File: config.mk
export PLATFORM = sky130hd
export DESIGN_NAME = sample_capture
export DESIGN_NICKNAME = d
export VERILOG_FILES = /design/src/rtl/sample_capture.sv
export SDC_FILE = /design/constraint.sdc
export NUM_CORES = 1
export LEC_CHECK = 0
export CAP_MARGIN = 20
export CORE_ASPECT_RATIO = 1.1
export CORE_MARGIN = 2
export CORE_UTILIZATION = 40
export CTS_CLUSTER_SIZE = 24
export DETAILED_ROUTE_END_ITERATION = 7
export PLACE_DENSITY = 0.66
export SLEW_MARGIN = 20
export SYNTH_ARGS = -nofsm -noshare
export SYNTH_HDL_FRONTEND = slang
export SYNTH_SLANG_ARGS = --single-unit
export TNS_END_PERCENT = 1
File: constraint.sdc
create_clock -name clk -period 2.2 [get_ports clk]
set_input_delay 0.44 -clock clk [delete_from_list [all_inputs] [get_ports clk]]
set_output_delay 0.44 -clock clk [all_outputs]
set_load 0.01 [all_outputs]
File: src/rtl/sample_capture.sv
`default_nettype none
// ============================================================================
// Module      : sample_capture
// Description : WIDTH-channel synchronising sampler with a programmable tick,
//               periodic or change-only capture, and a DEPTH-entry output FIFO.
// Revision    : 1.0 - initial release
// ============================================================================
module sample_capture #(
  parameter int WIDTH = 3,
  parameter int DEPTH = 4,
  parameter int DIV_W = 8
) (
  input  logic                       clk,
  input  logic                       rst,
  input  logic [WIDTH-1:0]           in_data,
  input  logic                       enable,
  input  logic [DIV_W-1:0]           div,
  input  logic                       mode,
  input  logic                       clr_ovf,
  output logic [WIDTH-1:0]           out_data,
  output logic                       out_valid,
  input  logic                       out_ready,
  output logic [$clog2(DEPTH):0]     count,
  output logic                       overflow
);

  localparam int c_ptr_w = $clog2(DEPTH);
  localparam int c_cnt_w = c_ptr_w + 1;
  localparam logic [c_cnt_w-1:0] c_depth = c_cnt_w'(DEPTH);

  logic [WIDTH-1:0]   r_sync1;
  logic [WIDTH-1:0]   r_sync;
  logic [DIV_W-1:0]   r_cnt;
  logic [WIDTH-1:0]   r_last;
  logic               r_has_last;
  logic [WIDTH-1:0]   r_mem [DEPTH];
  logic [c_ptr_w-1:0] r_wr_ptr;
  logic [c_ptr_w-1:0] r_rd_ptr;
  logic [c_cnt_w-1:0] r_count;
  logic               r_overflow;

  logic w_tick;
  logic w_cap;
  logic w_full;
  logic w_pop;
  logic w_push;
  logic w_drop;

  assign w_tick = enable && (r_cnt == div);
  assign w_cap  = w_tick && (!mode || !r_has_last || (r_sync != r_last));
  assign w_full = (r_count == c_depth);
  assign w_pop  = out_valid && out_ready;
  // A full FIFO still accepts a word when the head leaves in the same cycle.
  assign w_push = w_cap && (!w_full || w_pop);
  assign w_drop = w_cap && w_full && !w_pop;

  always_ff @(posedge clk or posedge rst) begin
    if (rst) begin
      r_sync1 <= '0;
      r_sync  <= '0;
    end else begin
      r_sync1 <= in_data;
      r_sync  <= r_sync1;
    end
  end

  // Equality-only wrap: a counter above a freshly lowered div runs to rollover.
  always_ff @(posedge clk or posedge rst) begin
    if (rst) begin
      r_cnt <= '0;
    end else if (!enable) begin
      r_cnt <= '0;
    end else if (r_cnt == div) begin
      r_cnt <= '0;
    end else begin
      r_cnt <= r_cnt + 1'b1;
    end
  end

  always_ff @(posedge clk or posedge rst) begin
    if (rst) begin
      r_last     <= '0;
      r_has_last <= 1'b0;
    end else if (!enable) begin
      r_has_last <= 1'b0;
    end else if (w_cap) begin
      r_last     <= r_sync;
      r_has_last <= 1'b1;
    end
  end

  always_ff @(posedge clk) begin
    if (w_push) begin
      r_mem[r_wr_ptr] <= r_sync;
    end
  end

  always_ff @(posedge clk or posedge rst) begin
    if (rst) begin
      r_wr_ptr <= '0;
      r_rd_ptr <= '0;
      r_count  <= '0;
    end else begin
      if (w_push) begin
        r_wr_ptr <= r_wr_ptr + 1'b1;
      end
      if (w_pop) begin
        r_rd_ptr <= r_rd_ptr + 1'b1;
      end
      case ({w_push, w_pop})
        2'b10:   r_count <= r_count + 1'b1;
        2'b01:   r_count <= r_count - 1'b1;
        default: r_count <= r_count;
      endcase
    end
  end

  always_ff @(posedge clk or posedge rst) begin
    if (rst) begin
      r_overflow <= 1'b0;
    end else if (w_drop) begin
      r_overflow <= 1'b1;
    end else if (clr_ovf) begin
      r_overflow <= 1'b0;
    end
  end

  assign out_valid = (r_count != '0);
  assign out_data  = out_valid ? r_mem[r_rd_ptr] : '0;
  assign count     = r_count;
  assign overflow  = r_overflow;

endmodule
`default_nettype wire
### Word-level counts from Yosys, hierarchy flattened

Memory sizes are Yosys's and may differ from the RTL's.
Index checks and enable logic that the tools add are counted.

| operators by class | value |
|---|---|
| add/subtract/negate cells | 5 |
| muxes and demuxes | 10 |
| reductions and logical operators | 17 |
| eq/ne operators | 6 |

Operators by type and width:

| kind | number |
|---|---|
| $mux W8 | 2 |
| $add A8 B1 Y8 const B | 1 |
| $eq A8 B8 Y1 | 1 |
| $logic_and A1 B1 Y1 | 6 |
| $mux W1 | 6 |
| $pmux W3 S2 | 1 |
| $add A2 B1 Y2 const B | 2 |
| $logic_not A1 Y1 | 4 |
| $reduce_bool A2 Y1 | 2 |
| $add A3 B1 Y3 const B | 1 |
| $eq A3 B3 Y1 const B | 1 |
| $logic_or A1 B1 Y1 | 3 |
| $mux W3 | 1 |
| $ne A3 B3 Y1 | 1 |
| $reduce_bool A3 Y1 | 1 |
| $sub A3 B1 Y3 const B | 1 |
| $eq A2 B1 Y1 const B | 1 |
| $eq A2 B2 Y1 const B | 1 |
| $ne A2 B1 Y1 const B | 1 |
| $reduce_and A2 Y1 | 1 |

| word-level totals | value |
|---|---|
| memories | 1 |
| output and inout port bits | 8 |
| bits of input ports | 17 |
| bits in writable memories | 12 |
| flip-flop bits (word level) | 26 |
| logic and storage cells | 48 |

Memory list:

| name | words | width | read ports | clocked after Yosys merged registers in | write ports | line | text |
|---|---|---|---|---|---|---|---|
| r_mem | 4 | 3 | 1 | 0 | 1 | 36 | `logic [WIDTH-1:0] r_mem [DEPTH];` |

### Depth between registers and ports, before layout

| logic depth | value |
|---|---|
| depth in word-level cells | 7 |
| depth in mapped cells | 10 |
| mapped depth without buffers | 9 |

### Worst setup path before layout

Ideal clock, no wire load.

| path | value |
|---|---|
| kind | input port to flip-flop |
| start point | input port div[1] |
| end point | register r_count[2], in the netlist count[2] |
| required time | 2073 ps |
| buffers on the path | 1 |
| setup time | 127 ps |
| path slack | -231 ps |
| stages | 9 |
| data arrival time | 2304 ps |
| path through | xnor2_1 nand4_1 or4b_1 buf_2 nor2b_1 fa_1 nor3_1 o2bb2ai_1 a31oi_1 |

| on the way | value |
|---|---|
| longest elaborated chain between the ends | 6 |
| elaborated cells on any way between the ends | 8 |
| classes of those cells | 3 x eq/ne; 1 x mux; 4 x reduce/logical |

Ends and longest elaborated chain:

| item | line | text |
|---|---|---|
| start: declaration | 17 | `input logic [DIV_W-1:0] div,` |
| $eq A8 B8 Y1 (*) | 49 | `assign w_tick = enable && (r_cnt == div);` |
| $logic_and A1 B1 Y1 (*) | 49 |  |
| $logic_and A1 B1 Y1 (*) | 50 | `assign w_cap = w_tick && (!mode \|\| !r_has_last \|\| (r_sync != r_last));` |
| $logic_and A1 B1 Y1 (*) | 54 | `assign w_push = w_cap && (!w_full \|\| w_pop);` |
| $eq A2 B1 Y1 / $eq A2 B2 Y1 (equally long branches) | 110 | `case ({w_push, w_pop})` |
| $pmux W3 S2 / $reduce_bool A2 Y1 (equally long branches) | - |  |
| end signal: assignment | 111 | `2'b10: r_count <= r_count + 1'b1;` |
| end signal: assignment | 112 | `2'b01: r_count <= r_count - 1'b1;` |
| end signal: assignment | 113 | `default: r_count <= r_count;` |
| end: declaration | 39 | `logic [c_cnt_w-1:0] r_count;` |

Every way passes the cells marked *; elsewhere a longest branch is shown, timed or not.
A chain may end at the register's enable or synchronous reset.

### Final worst setup path

| path | value |
|---|---|
| start point | input port div[0] |
| end point | register r_count[2], in the netlist count[2] |

The elaborated chain is that of the path after synthesis.

==> summary.md <==
| Metric | Value |
|---|---|
| Post-cts hold buffer count | 0 |
| Synth cell types | 29 |
| Via-to-Cell Ratio | 4.76 |
| Hold-critical path endpoint | r_sync[0] |
| # DRC | 0 |
| Die Footprint | 4840 um2 |
| # diodes | 0 |
| Non-filler cells in the finished layout | 240 |
| Top post-synthesis cells by count | dfrtp_1, xnor2_1, edfxtp_1, nor2_1 |
| Unrepaired setup endpoints after global routing | yes |
| Die width | 66.5 um |
| Mapped Cells | 129 |
| Vias in the first global route | 1189 |
| Crit-path slowest cell | or4b_4 |
| Crit path kind | input port to register |
| Power per Cell Area | 842 nW/um2 |
| Maxcap violations | 0 |
| Synth-to-layout area growth | 38.5% |
| Slew @ Worst Pin | 0.443 ns |
| Area share of the largest cell type after synthesis | 37.8% |
| Hold path depth | 0 |
| Switching pwr | 0.000591 W |
| WP data arrival | 2.56 ns |
| Worst relative slew slack | 70.2% |
| Gate power share | 30.6% |
| Layout cell share with drive strength beyond 1 | 29.0% |
| Final hold viol count | 0 |
| Clock transition at path regs | 0.07 ns |
| Switch share | 29.5% |
| Drt pass-1 iters | 4 |
| Max IR drop VDD | 0.349 mV |
| Fill cell count | 352 |
| First-pass GRT wire length | 5.51 mm |
| Largest net degree at the start of global routing | 27 |
| Number of synthesized flops with an enable pin | 12 |
| DRT antenna net count | 0 |
| Metal3 WL | 147 um |
| Met1 wire length | 1.40 mm |
| Worst hold path class | register to register |
| Syn Std Cell Area | 1720 um2 |
| Pins over their slew limit | 0 |
| Die H | 72.8 um |
| Post-synthesis sequential area ratio | 58.8% |
| Leak | 1.05 nW |
| Fin Clk Skew | 0.00615 ns |
| Row cnt | 25 |
| CTS tree | done |
| Startpoint types | input port |
| Final setup margin | -0.201 ns |
| Most common cell in the netlist | dfrtp_1 |
| Top post-synthesis cells by area | dfrtp_1, edfxtp_1, xnor2_1 |
| Reg2reg end | count[2] |
| Internal power | 0.00141 W |
| Starting Density | 40.7% |
| Outcome | complete, but fails checks |
| Crit. End Element | register |
| DR WL/cell | 14.3 um |
| Clock share of power | 24.0% |
| Critical path, cell by cell | dlygate4sd2_1, xnor2_1, nand4_1, or4b_4, nor2b_4, fa_2, buf_4, nor3_4, o2bb2ai_4, a31oi_1 |
| Core area | 4220 um2 |
| Initial DRC Count | 90 |
| Initial antenna violation count | 0 |
| TritonCTS buffer count | 5 |
| Max Freq | 0.416 GHz |
| Avg Inst Size Synth | 13.3 um2 |
| Final GP Congestion | 0.799 |
| Worst skew pair latency | 0.28 ns |
| Main flop type after synthesis | dfrtp_1 |
| Grt total ovfl | 0 |
| Period minus WS final | 2.40 ns |
| Failing checks | setup timing |
| Worst endpoint required time | 2.36 ns |
| Clock root cell | clkbuf_8 |
| DR vias | 1143 |
| Reg2Reg Launch Point | r_cnt[5] |
| Cell taking the most area after synthesis | dfrtp_1 |
| Clock Path Buffers | 2 |
| Detailed Place HPWL | 2.37 mm |
| Flop-to-flop setup slack | -0.20 ns |
| Final setup violation count | 3 |
| Critical Path Max Stage Delay | 0.58 ns |
| Ports | 25 |
| # port buffers | 24 |
| Met2 WL post-DR | 1.83 mm |
| Worst reg2reg path depth | 9 |
| Crit path max fanout | 2 |
| Ys async rst share | 68.4% |
| Seq pwr share | 45.4% |
| Post-synthesis register bit count | 38 |
| CTS H-Tree Depth | 2 |
| Highest Signal Layer | met4 |
| Hold_sp | r_sync1[0] |
| Overall power | 0.00200 W |
| Synth Warn # | 0 |
| Global Route Usage Sum | 15.7% |
| WL final | 3.44 mm |
| Num Clock Sinks | 38 |
| Synth Net Count | 152 |
| Tcrit/Tclk final | 109% |
| Placed insts | 225 |
| Nets | 208 |
-- routing by layer --
| layer | GRT usage (%) | up-vias |
|---|---|---|
| met5 | 0 | - |
| li1 | - | 554 |
| met2 | 25.7 | 24 |
| met3 | 5.40 | 7 |
| met1 | 18.7 | 558 |
| met4 | 7.03 | 0 |
-- flip-flops by register name (all words and copies together) (netlist names) --
register	count
count	3
overflow	1
r_cnt	8
r_has_last	1
r_last	3
r_mem	12
r_rd_ptr	2
r_sync	3
r_sync1	3
r_wr_ptr	2
-- per-stage QoR --
step                hold WS (ns)  instance area [um2]  setup WS, ns  utilization [%]  TNS (ns)
global placement           0.332                 2170        -0.506             51.4     -6.54
global route               0.356                 2380        -0.283             56.4    -0.810
detailed placement         0.336                 2170        -0.627             51.4     -7.58
finish                     0.348                 2380        -0.201             56.4    -0.242
floorplan                  0.331                 1720        -0.160                -    -0.316
CTS                        0.353                 2310        -0.160             54.7    -0.300
-- how the worst max path moves through the flow --
stage / startpoint / to / slack, ns / cells after the start
detailed placement: mode / count[2] / -0.63 / 10
floorplan: div[3] / count[2] / -0.16 / 9
finish: div[0] / count[2] / -0.20 / 10
CTS: r_last[1] / count[2] / -0.16 / 9
global route: r_cnt[0] / count[2] / -0.28 / 9
global placement: div[6] / count[1] / -0.51 / 7
-- critical path: cells and delay by family --
family	cells	cell delay (ns)
adders and majority gates	1	0.35
xor gates and xnor gates	1	0.16
and+or+nand+nor	4	1.03
AOI/OAI and AO/OA	2	0.18
buffers and inverters	2	0.40
-- cell usage in the layout (no fill, tap or decap), types with 2 or more instances in the layout --
| cell | synthesis | layout |
|---|---|---|
| and2_4 | 0 | 4 |
| dlygate4sd2_1 | 0 | 11 |
| and3_1 | 2 | 2 |
| nand4_1 | 3 | 3 |
| xnor2_1 | 15 | 15 |
| edfxtp_1 | 12 | 12 |
| mux4_2 | 3 | 3 |
| clkbuf_8 | 0 | 6 |
| nor2b_4 | 1 | 2 |
| xor2_1 | 6 | 6 |
| nor2_1 | 11 | 11 |
| nand3_1 | 3 | 3 |
| inv_1 | 7 | 7 |
| ha_1 | 5 | 5 |
| dfrtp_1 | 26 | 25 |
| mux2_1 | 5 | 4 |
| nor2b_1 | 4 | 3 |
| clkdlybuf4s50_1 | 0 | 12 |
| nand2_1 | 7 | 6 |
| buf_4 | 0 | 27 |
-- power by group through the flow --
stage | clock (W) | sequential, W | combinational (W)
final | 0.000482 | 0.000909 | 0.000614
after global routing | 0.000528 | 0.000924 | 0.000673
after CTS | 0.000502 | 0.000909 | 0.000555
after detailed placement | 0 | 0.000923 | 0.000557
after global placement | 0 | 0.000916 | 0.000538
after floorplan | 0 | 0.000897 | 0.000310
-- final cells by class --
| type | count | area, um2 | share of cell area, % |
|---|---|---|---|
| Sequential cell | 38 | 1010 | 42.5 |
| Tap cell | 54 | 67.6 | 2.84 |
| Clock inverter | 1 | 5.00 | 0.210 |
| Timing Repair Buffer | 51 | 432 | 18.1 |
| Multi-Input combinational cell | 82 | 752 | 31.6 |
| Clock buffer | 7 | 86.3 | 3.63 |
| Inverter | 7 | 26.3 | 1.10 |
-- cells by family (layout without fill, tap and decap cells) --
| kind of cell | count (synthesis) | after routing | synth area share [%] |
|---|---|---|---|
| fa+ha+maj | 6 | 6 | 4.80 |
| mux | 9 | 9 | 8.51 |
| buf+inv | 9 | 66 | 2.04 |
| xor+xnor | 21 | 21 | 10.7 |
| compound gates | 5 | 5 | 2.26 |
| simple gates | 41 | 41 | 12.9 |
| flops | 38 | 38 | 58.8 |
-- repair_timing --
item,in CTS,in global routing
setup endpoints to repair,20,16
pin swaps,16,10
buffers inserted,2,5
resized for setup,21,9
(Power assumes the default switching activity.)
